[src/rtl/ram_pkg.sv]
// Shared RAM types and helpers.
// Used by the dual-port RAM and its read pipeline.
package ram_pkg;

  typedef enum logic {
    WRITE_FIRST = 1'b0,
    READ_FIRST  = 1'b1
  } rw_mode_e;

  typedef enum logic {
    INIT = 1'b0,
    RUN  = 1'b1
  } ram_state_e;

  function automatic int be_width(int dw);
    return dw / 8;
  endfunction

  function automatic bit params_ok(
    int dw,
    int aw,
    int depth,
    int lat,
    int rwm,
    int apri
  );
    return (dw > 0) && (dw % 8 == 0)
        && (aw > 0) && (aw < 31)
        && (depth >= 1)
        && (depth <= (1 << aw))
        && (lat == 1 || lat == 2)
        && (rwm == 0 || rwm == 1)
        && (apri == 0 || apri == 1);
  endfunction

endpackage

[src/rtl/dual_port_ram_if.sv]
// One RAM access port: request, write data,
// byte enables and registered read response.
interface dual_port_ram_if
  import ram_pkg::*;
#(
  parameter int DATA_WIDTH = 32,
  parameter int ADDR_WIDTH = 4
);
  localparam int BE_WIDTH = be_width(DATA_WIDTH);

  logic                  en;
  logic                  ready;
  logic                  wr;
  logic [ADDR_WIDTH-1:0] addr;
  logic [DATA_WIDTH-1:0] wdata;
  logic [BE_WIDTH-1:0]   be;
  logic [DATA_WIDTH-1:0] rdata;
  logic                  rvalid;
  logic                  err;

  modport master (
    output en, wr, addr, wdata, be,
    input  ready, rdata, rvalid, err
  );

  modport slave (
    input  en, wr, addr, wdata, be,
    output ready, rdata, rvalid, err
  );

endinterface

[src/rtl/ram_rd_pipe.sv]
// Read response delay line, 1 or 2 stages.
// rdata holds between valid pulses.
module ram_rd_pipe #(
  parameter int DATA_WIDTH = 32,
  parameter int RD_LATENCY = 1
) (
  input  logic                  clk,
  input  logic                  rst,
  input  logic                  in_valid,
  input  logic                  in_err,
  input  logic [DATA_WIDTH-1:0] in_data,
  output logic                  out_valid,
  output logic                  out_err,
  output logic [DATA_WIDTH-1:0] out_data
);

  logic                  v1;
  logic                  e1;
  logic [DATA_WIDTH-1:0] d1;

  always_ff @(posedge clk) begin
    if (rst) begin
      v1 <= 1'b0;
      e1 <= 1'b0;
      d1 <= '0;
    end else begin
      v1 <= in_valid;
      e1 <= in_err;
      if (in_valid) d1 <= in_data;
    end
  end

  if (RD_LATENCY == 2) begin : g_lat2
    logic                  v2;
    logic                  e2;
    logic [DATA_WIDTH-1:0] d2;

    always_ff @(posedge clk) begin
      if (rst) begin
        v2 <= 1'b0;
        e2 <= 1'b0;
        d2 <= '0;
      end else begin
        v2 <= v1;
        e2 <= e1;
        if (v1) d2 <= d1;
      end
    end

    assign out_valid = v2;
    assign out_err   = e2;
    assign out_data  = d2;
  end else begin : g_lat1
    assign out_valid = v1;
    assign out_err   = e1;
    assign out_data  = d1;
  end

endmodule

[src/rtl/dual_port_ram.sv]
// True dual-port RAM with zero-init after reset,
// byte enables, collision arbitration, range check.
module dual_port_ram
  import ram_pkg::*;
#(
  parameter int DATA_WIDTH = 32,
  parameter int ADDR_WIDTH = 4,
  parameter int DEPTH      = 16,
  parameter int RD_LATENCY = 1,
  parameter int RW_MODE    = 0,
  parameter int A_PRIORITY = 1
) (
  input  logic           clk,
  input  logic           rst,
  dual_port_ram_if.slave a,
  dual_port_ram_if.slave b,
  output logic           busy,
  output logic           collision
);

  if (!params_ok(DATA_WIDTH, ADDR_WIDTH, DEPTH,
                 RD_LATENCY, RW_MODE, A_PRIORITY))
  begin : g_bad_params
    $fatal(1, "dual_port_ram: illegal parameters");
  end

  localparam int BW = be_width(DATA_WIDTH);

  localparam logic [ADDR_WIDTH:0] DEPTH_W =
    (ADDR_WIDTH + 1)'(DEPTH);
  localparam logic [ADDR_WIDTH-1:0] LAST =
    ADDR_WIDTH'(DEPTH - 1);
  localparam rw_mode_e MODE =
    (RW_MODE == 1) ? READ_FIRST : WRITE_FIRST;

  typedef logic [BW-1:0][7:0] word_t;

  ram_state_e            state;
  ram_state_e            state_nx;
  logic [ADDR_WIDTH-1:0] init_cnt;
  logic [ADDR_WIDTH-1:0] init_cnt_nx;

  word_t mem [DEPTH];

  logic    a_acc, b_acc;
  logic    a_in, b_in;
  logic    a_we, b_we;
  logic    same;
  logic [BW-1:0] a_wm, b_wm;
  word_t   a_wd, b_wd;
  word_t   a_old, b_old;
  word_t   a_rd, b_rd;

  always_ff @(posedge clk) begin
    if (rst) begin
      state    <= INIT;
      init_cnt <= '0;
    end else begin
      state    <= state_nx;
      init_cnt <= init_cnt_nx;
    end
  end

  always_comb begin
    state_nx    = state;
    init_cnt_nx = init_cnt;
    unique case (state)
      INIT: begin
        init_cnt_nx = init_cnt + 1'b1;
        if (init_cnt == LAST) begin
          state_nx    = RUN;
          init_cnt_nx = '0;
        end
      end
      RUN: state_nx = RUN;
    endcase
  end

  assign busy    = (state == INIT);
  assign a.ready = (state == RUN);
  assign b.ready = (state == RUN);

  // a request seen on the reset edge is never taken
  assign a_acc = a.en && a.ready && !rst;
  assign b_acc = b.en && b.ready && !rst;
  assign a_in  = {1'b0, a.addr} < DEPTH_W;
  assign b_in  = {1'b0, b.addr} < DEPTH_W;
  assign a_we  = a_acc && a.wr && a_in;
  assign b_we  = b_acc && b.wr && b_in;
  assign same  = (a.addr == b.addr);
  assign a_wd  = a.wdata;
  assign b_wd  = b.wdata;

  // losing port keeps only the bytes the winner leaves alone
  always_comb begin
    a_wm = a_we ? a.be : '0;
    b_wm = b_we ? b.be : '0;
    if (a_we && b_we && same) begin
      if (A_PRIORITY != 0) b_wm = b.be & ~a.be;
      else                 a_wm = a.be & ~b.be;
    end
  end

  always_ff @(posedge clk) begin
    if (!rst && state == INIT) mem[init_cnt] <= '0;
    for (int i = 0; i < BW; i++) begin
      if (a_wm[i]) mem[a.addr][i] <= a_wd[i];
      if (b_wm[i]) mem[b.addr][i] <= b_wd[i];
    end
  end

  always_comb begin
    a_old = a_in ? mem[a.addr] : '0;
    b_old = b_in ? mem[b.addr] : '0;
    a_rd  = a_old;
    b_rd  = b_old;
    if (MODE == WRITE_FIRST && same) begin
      for (int i = 0; i < BW; i++) begin
        if (b_wm[i]) a_rd[i] = b_wd[i];
        if (a_wm[i]) b_rd[i] = a_wd[i];
      end
    end
  end

  always_ff @(posedge clk) begin
    if (rst) collision <= 1'b0;
    else     collision <= a_we && b_we && same;
  end

  ram_rd_pipe #(
    .DATA_WIDTH (DATA_WIDTH),
    .RD_LATENCY (RD_LATENCY)
  ) u_pipe_a (
    .clk       (clk),
    .rst       (rst),
    .in_valid  (a_acc && !a.wr),
    .in_err    (a_acc && !a_in),
    .in_data   (a_rd),
    .out_valid (a.rvalid),
    .out_err   (a.err),
    .out_data  (a.rdata)
  );

  ram_rd_pipe #(
    .DATA_WIDTH (DATA_WIDTH),
    .RD_LATENCY (RD_LATENCY)
  ) u_pipe_b (
    .clk       (clk),
    .rst       (rst),
    .in_valid  (b_acc && !b.wr),
    .in_err    (b_acc && !b_in),
    .in_data   (b_rd),
    .out_valid (b.rvalid),
    .out_err   (b.err),
    .out_data  (b.rdata)
  );

endmodule

[src/flat_wrapper.sv]
// flat-port wrapper written by rule: the top's interface ports become plain ports
module dual_port_ram_flat import ram_pkg::*;
#(
  parameter int DATA_WIDTH = 32,
  parameter int ADDR_WIDTH = 4,
  parameter int DEPTH      = 16,
  parameter int RD_LATENCY = 1,
  parameter int RW_MODE    = 0,
  parameter int A_PRIORITY = 1
)
  (clk, rst, busy, collision, a_en, a_wr, a_addr, a_wdata, a_be, a_ready, a_rdata, a_rvalid, a_err, b_en, b_wr, b_addr, b_wdata, b_be, b_ready, b_rdata, b_rvalid, b_err);
  dual_port_ram_if #(.DATA_WIDTH(DATA_WIDTH), .ADDR_WIDTH(ADDR_WIDTH)) a_i ();
  dual_port_ram_if #(.DATA_WIDTH(DATA_WIDTH), .ADDR_WIDTH(ADDR_WIDTH)) b_i ();
  input  logic clk;
  input  logic rst;
  output logic busy;
  output logic collision;
  input wire logic [$bits(a_i.en)-1:0] a_en;
  input wire logic [$bits(a_i.wr)-1:0] a_wr;
  input wire logic [$bits(a_i.addr)-1:0] a_addr;
  input wire logic [$bits(a_i.wdata)-1:0] a_wdata;
  input wire logic [$bits(a_i.be)-1:0] a_be;
  output wire logic [$bits(a_i.ready)-1:0] a_ready;
  output wire logic [$bits(a_i.rdata)-1:0] a_rdata;
  output wire logic [$bits(a_i.rvalid)-1:0] a_rvalid;
  output wire logic [$bits(a_i.err)-1:0] a_err;
  input wire logic [$bits(b_i.en)-1:0] b_en;
  input wire logic [$bits(b_i.wr)-1:0] b_wr;
  input wire logic [$bits(b_i.addr)-1:0] b_addr;
  input wire logic [$bits(b_i.wdata)-1:0] b_wdata;
  input wire logic [$bits(b_i.be)-1:0] b_be;
  output wire logic [$bits(b_i.ready)-1:0] b_ready;
  output wire logic [$bits(b_i.rdata)-1:0] b_rdata;
  output wire logic [$bits(b_i.rvalid)-1:0] b_rvalid;
  output wire logic [$bits(b_i.err)-1:0] b_err;
  assign a_i.en = a_en;
  assign a_i.wr = a_wr;
  assign a_i.addr = a_addr;
  assign a_i.wdata = a_wdata;
  assign a_i.be = a_be;
  assign a_ready = a_i.ready;
  assign a_rdata = a_i.rdata;
  assign a_rvalid = a_i.rvalid;
  assign a_err = a_i.err;
  assign b_i.en = b_en;
  assign b_i.wr = b_wr;
  assign b_i.addr = b_addr;
  assign b_i.wdata = b_wdata;
  assign b_i.be = b_be;
  assign b_ready = b_i.ready;
  assign b_rdata = b_i.rdata;
  assign b_rvalid = b_i.rvalid;
  assign b_err = b_i.err;
  dual_port_ram #(.DATA_WIDTH(DATA_WIDTH), .ADDR_WIDTH(ADDR_WIDTH), .DEPTH(DEPTH), .RD_LATENCY(RD_LATENCY), .RW_MODE(RW_MODE), .A_PRIORITY(A_PRIORITY)) u_core (.clk(clk), .rst(rst), .a(a_i), .b(b_i), .busy(busy), .collision(collision));
endmodule
[config.mk]
export PLATFORM = sky130hd
export DESIGN_NAME = dual_port_ram_flat
export DESIGN_NICKNAME = d
export VERILOG_FILES = /design/src/rtl/ram_pkg.sv /design/src/rtl/dual_port_ram_if.sv /design/src/rtl/ram_rd_pipe.sv /design/src/rtl/dual_port_ram.sv /design/src/flat_wrapper.sv
export SDC_FILE = /design/constraint.sdc
export NUM_CORES = 1
export LEC_CHECK = 0
export ABC_AREA = 1
export BUFFER_PORTS_ARGS = -buffer_cell sky130_fd_sc_hd__buf_2
export CORE_ASPECT_RATIO = 1.1
export CORE_MARGIN = 2
export CORE_UTILIZATION = 35
export DETAILED_ROUTE_END_ITERATION = 10
export PLACE_DENSITY = 0.57
export SYNTH_ARGS = -nofsm -noshare
export SYNTH_HDL_FRONTEND = slang
export SYNTH_SLANG_ARGS = --single-unit
[constraint.sdc]
create_clock -name clk -period 2.6 [get_ports clk]
set_input_delay 0.26 -clock clk [delete_from_list [all_inputs] [get_ports clk]]
set_output_delay 0.26 -clock clk [all_outputs]
set_load 0.1 [all_outputs]
Yosys cells after proc, flatten, opt, wreduce, memory -nomap -nowiden
Memory sizes are Yosys's and may differ from the RTL's.
Cells that the tools add are included.
- register bits: 72
- RAM bits: 512
- memories: 1
- memories (name ; words ; bits a word ; read ports ; clocked after Yosys merged registers in ; write ports ; RTL line ; RTL):
    u_core.mem ; 16 ; 32 ; 2 ; 0 ; 2 ; dual_port_ram.sv:43 ; word_t mem [DEPTH];
- add/sub/neg operators: 1
- equality and inequality tests: 2
- muxes and demuxes: 37
- bitwise logic cells: 3
- reductions and logical operators: 15
- operators by type and width (cell ; number):
    32-bit two-way mux ; 3
    8-bit two-way mux ; 8
    32-bit OR reduction ; 1
    4-bit two-way mux ; 6
    1-bit two-way mux ; 19
    1-bit logical AND ; 11
    4-bit by 1-bit adder with 4-bit output, second input constant ; 1
    4-bit bitwise AND ; 1
    4-bit equality test ; 1
    4-bit equality test, second input constant ; 1
    4-bit inverter ; 1
    1-bit logical NOT ; 3
    1-bit case mux with 2 select lines ; 1
    1-bit inverter ; 1

Logic depth before layout (Yosys ltp)
Gate-level depths: netlist (run 1).
- depth after elaboration: 8
- depth in mapped cells: 14
- depth with buffers taken out: 11

Modules after synthesis
From an unflattened synthesis (run 1), not the netlist that was laid out.
- cells, all modules: 4518
- area total of the unflattened synthesis: 35507.8 um^2
- by module, submodules not included (module ; times used ; cells an instance ; area each (um^2)):
    dual_port_ram ; 1 ; 4100 ; 32762.7
    ram_rd_pipe ; 2 ; 209 ; 1372.6

Least setup slack after synthesis (run 1)
No wires, ideal clock.
- path type: register to register
- from: reg u_core.state, in the netlist u_core.a.ready
- to: mem u_core.mem[2][0] (netlist name), enable pin
- arrival time: 2.752 ns
- required time: 2.271 ns
- setup slack: -0.480 ns
- stages on the path, launching flop included: 12
- path buffers: 3
- period minus slack after synthesis: 3.080 ns
- cell sequence: dfxtp_1 buf_2 nand2_1 nor3_2 o21ai_0 nand2_2 buf_4 o21ai_0 nor2_1 buf_2 nand3_1 nand2_1
- RTL lines (item ; RTL line ; RTL):
    start, declared ; dual_port_ram.sv:38 ; ram_state_e state;
    start signal, assigned ; dual_port_ram.sv:59 ; state <= state_nx;
    end, declared ; dual_port_ram.sv:43 ;

==> run_results.csv, run 1 <==
group,metric,value,unit
route,route.met3.wl,15200,um
route,num_vias,35470,
critical_path,crit_type,"reg2reg",
timing,slew_headroom,0.1872,
synth,yosysTopAreaCell,"edfxtp_1",
synth,postSynthCellCount,4931,
route,wl_per_cell,21.98,um
route,met2_wirelength,64110,um
cts,cts_buffers,69,
synth,synth_seq_cells,584,
route,top_layer,"met5",
timing,rsz0062_at_grt,"false",
run,drv_cap,0,
timing,hold_viol_final,0,
critical_path,crit_slowest_cell,"nor2_2",
floorplan,dieArea,104400,sq um
global_routing,grt.total_usage,0.2665,
critical_path,worst-endpoint-required,2.91,ns
timing,hold_ws,0.01714,ns
global_routing,grt_overflow,0,
critical_path,start_kind,"flip-flop",
route,avgViaCountPerCell,5.482,
synth,yosysWarnings,0,
synth,ys_seq_area_frac,0.4720,
final_layout,mostFrequentLayoutCells,"nand2_1, o21ai_0, edfxtp_1",
floorplan,row_count,122,
floorplan,io_pins,158,
placement,port_buffers,155,
route,ant_nets,0,
floorplan,dieWidth,308.2,um
critical_path,crit_path_max_fanout,17,
critical_path,end_kind,"flip-flop",
route,finalWirelength,142200,um
critical_path,arrival,2.82,ns
floorplan,die_y,338.6,um
synth,syn_avg_cell_area,7.225,sq um
timing,finalCritPeriodShare,0.9631,
synth,mappedNetlistArea,35620,sq um
synth,synth_area_leaders,"edfxtp_1, nand2_1, o21ai_0",
critical_path,crit-reg2reg-launch,"u_core.a.ready",
timing,worst_pin_slew,1.218,ns
cts,clock_path_buffers,3,
cts,path_clk_slew,0.06,ns
worst_hold_path,hp-class,"in2reg",
placement,dpl.hpwl,92920,um
final_layout,area_delta_synth_final,17.93,%
placement,place_area,39380,sq um
critical_path,max_stage_delay,0.37,ns
cts,ctsRootBufferMaster,"clkbuf_16",
cts,clk_latency,0.65,ns
route,first_pass_iters,7,
critical_path,crit_path_end,"u_core.mem[6][9]",
cts,clock_sinks,584,
timing,setup_violations,0,
timing,max_freq,399.4,MHz
critical_path,crit_start,"u_core.a.ready",
placement,gp_congestion,0.9090,
final_layout,final_common_cell,"nand2_1",
final_layout,final_area,42010,sq um
critical_path,r2r_cells,9,
critical_path,reg2reg_to,"u_core.mem[6][9]",
global_routing,grt_pass1_wl,207700,um
route,drc_errors,0,
route,wl_met1,56600,um
timing,fin_skew,0.03467,ns
pwr,p_per_area,538.7,nW/um^2
timing,post-route-min-period,2.504,ns
synth,synth_top_area_share,0.4316,
critical_path,r2r_slack,0.1,ns
floorplan,core_area,100700,sq um
route,drt_iter0_drc,4674,
worst_hold_path,min_delay_path_depth,5,
global_routing,grt_max_degree,92,
synth,synth_cell_type_count,30,
cts,cts_tree,"done",
final_layout,fillers,10240,
floorplan,start_util,0.3536,
run_status,status,"finished clean",
pwr,ir_worst_vdd,0.4230,mV
final_layout,fin_nets,5199,
timing,drv_slew,0,
critical_path,crit_chain,"nand2_1 > nor3_2 > o21ai_0 > nand2_2 > o21ai_0 > nor2_2 > buf_4 > nand3_1 > nand2_2",
pwr,p_leak,0.01733,uW
cts,htreeDepth,3,
global_routing,first_global_vias,32420,
global_routing,grt_antenna_before_repair,4,
final_layout,drive_above_1_share,0.1273,
==> through the flow <==
| stage | setup WS [ns] | util | power [uW] | cells | TNS (ns) |
|---|---|---|---|---|---|
| floorplan | -0.005712 | - | 11430 | 4932 | -0.2741 |
| global placement | -0.07979 | 0.3909 | 12400 | 6318 | -1.861 |
| detailed placement | -0.1296 | 0.3909 | 12410 | 6318 | -3.203 |
| CTS | 0.01933 | 0.4168 | 22640 | 6469 | 0 |
| global route | 0.05156 | 0.4170 | 23160 | 6470 | 0 |
| finish | 0.09606 | 0.4170 | 22630 | 6470 | 0 |
==> per-layer routing <==
layer / vias up / global-route usage
li1: 16500 / -
met1: 16560 / 0.3565
met2: 2049 / 0.4208
met3: 352 / 0.05108
met4: 6 / 0.1110
met5: - / 0
==> cells by family (layout without fill, tap and decap cells) <==
family	count (synthesis)	in the layout	share of synthesized area
flops	584	584	0.4720
simple gates	2608	2608	0.2991
other cells	1	3	0.0001053
compound gates	977	977	0.1415
fa+ha+maj	1	1	0.0003512
buf+inv	760	995	0.08689
==> what timing repair did <==
action,4_1_cts,5_1_grt
hold buffers,25,0
setup endpoints to repair,0,107
hold endpoints to repair,25,0
resized for setup,0,6
buffers inserted,0,0
==> sequential cells by signal, summed over array words and instances, names as in the netlist <==
signal / count
u_core.mem: 512
u_core.u_pipe_a.out_data: 32
u_core.u_pipe_b.out_data: 32
u_core.init_cnt: 4
u_core.a.ready: 1
u_core.collision: 1
u_core.u_pipe_a.out_valid: 1
u_core.u_pipe_b.out_valid: 1
==> power breakdown <==
part / internal [uW] / leakage [uW] / switching [uW]
Clock: 6150 / 0.00116 / 4180
Sequential: 10200 / 0.00611 / 39.1
Combinational: 551 / 0.0101 / 1560
Total: 16900 / 0.0173 / 5780
==> worst min path at each step <==
stage	start	end	slack, ns
after global routing	a_wdata[26]	u_core.u_pipe_b.out_data[26]	0.04
final	a_wdata[18]	u_core.u_pipe_b.out_data[18]	0.02
after global placement	u_core.u_pipe_a.out_data[5]	u_core.u_pipe_a.out_data[5]	0.45
after detailed placement	u_core.u_pipe_b.out_data[1]	u_core.u_pipe_b.out_data[1]	0.45
after CTS	a_wdata[18]	u_core.u_pipe_b.out_data[18]	0.0004
after floorplan	b_wr	u_core.u_pipe_b.out_valid	0.36
==> worst max-delay path: cells and delay by family (launching register included) <==
kind | cells | cell delay, ns
and+or+nand+nor | 6 | 1.24
buffers and inverters | 1 | 0.24
DFF | 1 | 0.35
AOI/OAI and AO/OA | 2 | 0.34
==> synthesized netlist by cell type, drive strengths merged <==
cell type and number:
nand2 1744, o21ai 754, edfxtp 512, nor2 474
inv 405, nand3 350, clkbuf 201, a21oi 154
buf 152, dfxtp 72, o211ai 51, nand4 33
o22ai 16, nand3b 4, a211oi 2, clkinv 2
nor3 2, conb 1, ha 1, nor3b 1
==> final cells by class <==
type | count | area [sq um] | share of cell area
clock inverters | 37 | 436.7 | 0.01039
inverters | 407 | 1536 | 0.03657
clock buffers | 89 | 1927 | 0.04586
multi-input cells | 3588 | 15800 | 0.3760
flip-flops and latches | 584 | 16820 | 0.4004
repair buffers | 462 | 3865 | 0.09199
diodes | 1 | 2.502 | 0.00005956
well taps | 1302 | 1629 | 0.03878
Power figures use the tool's default switching activity.
==> run 2, diff against run 1 <==
Settings changed: ABC_AREA 1 to 0.
==> run 2 against run 1 <==
Effect of this change: via count down 25%; register-to-register slack worse by 0.09 ns; non-clock buffer count down 16; design area down 0.70%; clock-buffer cell count up 10; combinational power up 3%; cell count down 33%; clock skew down 0.018 ns; global-route usage down 2.5 points; synthesized cell count down 44%; sequential power about the same; critical endpoint is now u_core.mem[6][15]; highest routed layer unchanged.
==> run_results.csv, run 2 <==
group,metric,value,unit
placement,place_area,38730,sq um
cts,cts_buffers,68,
timing,fin_skew,0.01628,ns
pwr,power.total,22660,uW
global_routing,grt_antenna_before_repair,6,
floorplan,dieWidth,302.3,um
synth,synth_cell_type_count,66,
critical_path,crit_start,"u_core.a.ready",
synth,ys_seq_area_frac,0.4908,
worst_hold_path,hold_start,"a_wdata[20]",
final_layout,largest_reg_flops,512,
cts,path_clk_slew,0.06,ns
timing,max_freq,385.9,MHz
synth,syn_avg_cell_area,12.36,sq um
timing,setup_violations,0,
final_layout,final_area,41720,sq um
route,avgViaCountPerCell,6.093,
synth,synth_top_area_share,0.4487,
placement,gp_congestion,0.9413,
critical_path,crit_path_max_fanout,13,
route,first_pass_iters,6,
timing,rsz0062_at_grt,"true",
floorplan,row_count,120,
cts,clk_latency,0.61,ns
route,wl_per_cell,28.38,um
route,drc_errors,0,
floorplan,core_area,97140,sq um
worst_hold_path,hp-class,"in2reg",
synth,synth_edf_count,512,
route,finalWirelength,123300,um
global_routing,grt_overflow,0,
synth,postSynthCellCount,2773,
placement,dpl.hpwl,87620,um
route,ant_nets,0,
final_layout,final_core_util,0.4295,
cts,clock_path_buffers,3,
synth,netlist_top_cells_count,"edfxtp_1, o21ai_0, nand2_1",
synth,mappedNetlistArea,34260,sq um
route,drt_iter0_drc,3180,
floorplan,io_pins,158,
route,num_vias,26480,
run_status,status,"finished clean",
synth,yosysTopAreaCell,"edfxtp_1",
final_layout,mostFrequentLayoutCells,"edfxtp_1, o21ai_0, nand2_1",
floorplan,die_y,332.1,um
cts,ctsRootBufferMaster,"clkbuf_16",
placement,port_buffers,155,
final_layout,final_common_cell,"edfxtp_1",
synth,async_flop_share,0,
timing,slew_headroom,0.3740,
global_routing,grt.total_usage,0.2415,
final_layout,area_delta_synth_final,21.77,%
critical_path,end_kind,"flip-flop",
final_layout,fillers,8825,
floorplan,start_util,0.3527,
timing,hold_viol_final,0,
synth,yosysMostFrequentCell,"edfxtp_1",
timing,worst_pin_slew,0.9371,ns
final_layout,drive_above_1_share,0.3500,
pwr,ir_worst_vdd,0.3783,mV
global_routing,grt_pass1_wl,179100,um
final_layout,regMostFlops,"u_core.mem",
pwr,p_per_area,543.1,nW/um^2
critical_path,crit_slowest_cell,"o31ai_4",
critical_path,arrival,2.83,ns
run,drv_cap,0,
pwr,p_leak,0.01517,uW
critical_path,crit_type,"reg2reg",
critical_path,crit_chain,"and4b_2 > o41a_4 > nand3_1 > o21a_1 > buf_4 > o31ai_4",
critical_path,worst-endpoint-required,2.84,ns
global_routing,grt_max_degree,59,
cts,clock_sinks,584,
synth,synth_ff_type,"edfxtp_1",
cts,htreeDepth,3,
final_layout,fin_nets,3097,
timing,drv_slew,0,
timing,finalCritPeriodShare,0.9966,
cts,cts_tree,"done",
critical_path,max_stage_delay,0.54,ns
synth,synth_seq_cells,584,
global_routing,first_global_vias,26430,
critical_path,crit-reg2reg-launch,"u_core.a.ready",
synth,yosysWarnings,0,
floorplan,dieArea,100400,sq um
synth,synth_area_leaders,"edfxtp_1, mux4_2, mux2_2",
timing,post-route-min-period,2.591,ns
critical_path,start_kind,"flip-flop",
-- run 2: changes by cell type after synthesis, moves of 149 or more --
cell | before | now
nand2_1 | 1703 | 330
mux2_2 | 0 | 213
o21ai_0 | 718 | 331
nand3_1 | 350 | 18
nor2_1 | 438 | 60
inv_1 | 393 | 39
mux2i_1 | 0 | 149
mux4_2 | 0 | 190
-- run 2: repair_timing --
action | 4_1_cts | 5_1_grt
setup buffers | 12 | 7
endpoints found under the hold margin | 30 | 0
setup endpoints to repair | 373 | 244
pin swaps | 1 | 8
hold buffers | 30 | 0
resized for setup | 3 | 8
-- run 2: cells by family (layout without fill, tap and decap cells) --
group | count (synthesis) | in the layout | synth area share
muxes | 595 | 595 | 0.2526
AOI/OAI and AO/OA | 731 | 731 | 0.1451
buffers and inverters | 320 | 609 | 0.04039
xor gates and xnor gates | 5 | 5 | 0.001278
and+or+nand+nor | 536 | 536 | 0.06939
adders and majority gates | 1 | 1 | 0.0003651
other | 1 | 4 | 0.0001095
DFF | 584 | 584 | 0.4908
-- run 2: critical path, delay by kind of cell (launching register included) --
kind,cells,cell delay (ns)
buffers and inverters,1,0.30
flip-flops,1,0.34
AO/OA/AOI/OAI,3,1.08
AND/OR/NAND/NOR,2,0.49
-- run 2: final timing paths --
| kind | endpoint | slack, ns | cells past startpoint |
|---|---|---|---|
| max | u_core.mem[6][15] | 0.009 | 6 |
| min | u_core.u_pipe_b.out_data[20] | 0.02 | 3 |
| max reg2reg | u_core.mem[6][15] | 0.009 | 6 |
| min reg2reg | u_core.u_pipe_b.out_data[25] | 0.45 | 2 |
-- run 2: layer usage --
layer	wire, um	global-route usage	part of all wire	up-vias
li1	-	-	-	11400
met1	49280	0.3196	0.40	13340
met2	58880	0.3941	0.48	1486
met3	10140	0.03833	0.082	259
met4	5011	0.09690	0.041	2
met5	13	0	0.00011	-
-- run 2: final cells by class --
type                       count  area [sq um]  area share
antenna                        2         5.005   0.0001200
clock buffer                  99          2051     0.04916
clock inverter                24         324.1    0.007768
inverter                      40         152.6    0.003659
multi-input combinational   1870         16920      0.4055
sequential                   584         16820      0.4032
tap                         1281          1603     0.03842
timing repair buffer         446          3846     0.09219
-- run 2: stage by stage --
step	setup TNS, ns	hold WS, ns	cells	setup slack (ns)
5_1_grt	-0.09274	0.05435	4346	-0.01437
3_5_place_dp	-77.42	0.4476	4172	-0.3794
6_report	0	0.02493	4346	0.008930
4_1_cts	-0.001561	0.004966	4337	-0.001561
2_1_floorplan	-2.453	0.3859	2774	-0.05880
3_3_place_gp	-62.66	0.4416	4172	-0.3745
-- run 2: power breakdown --
group	internal (uW)	switching, uW
Clock	6280	3970
Sequential	10200	55.6
Combinational	830	1350
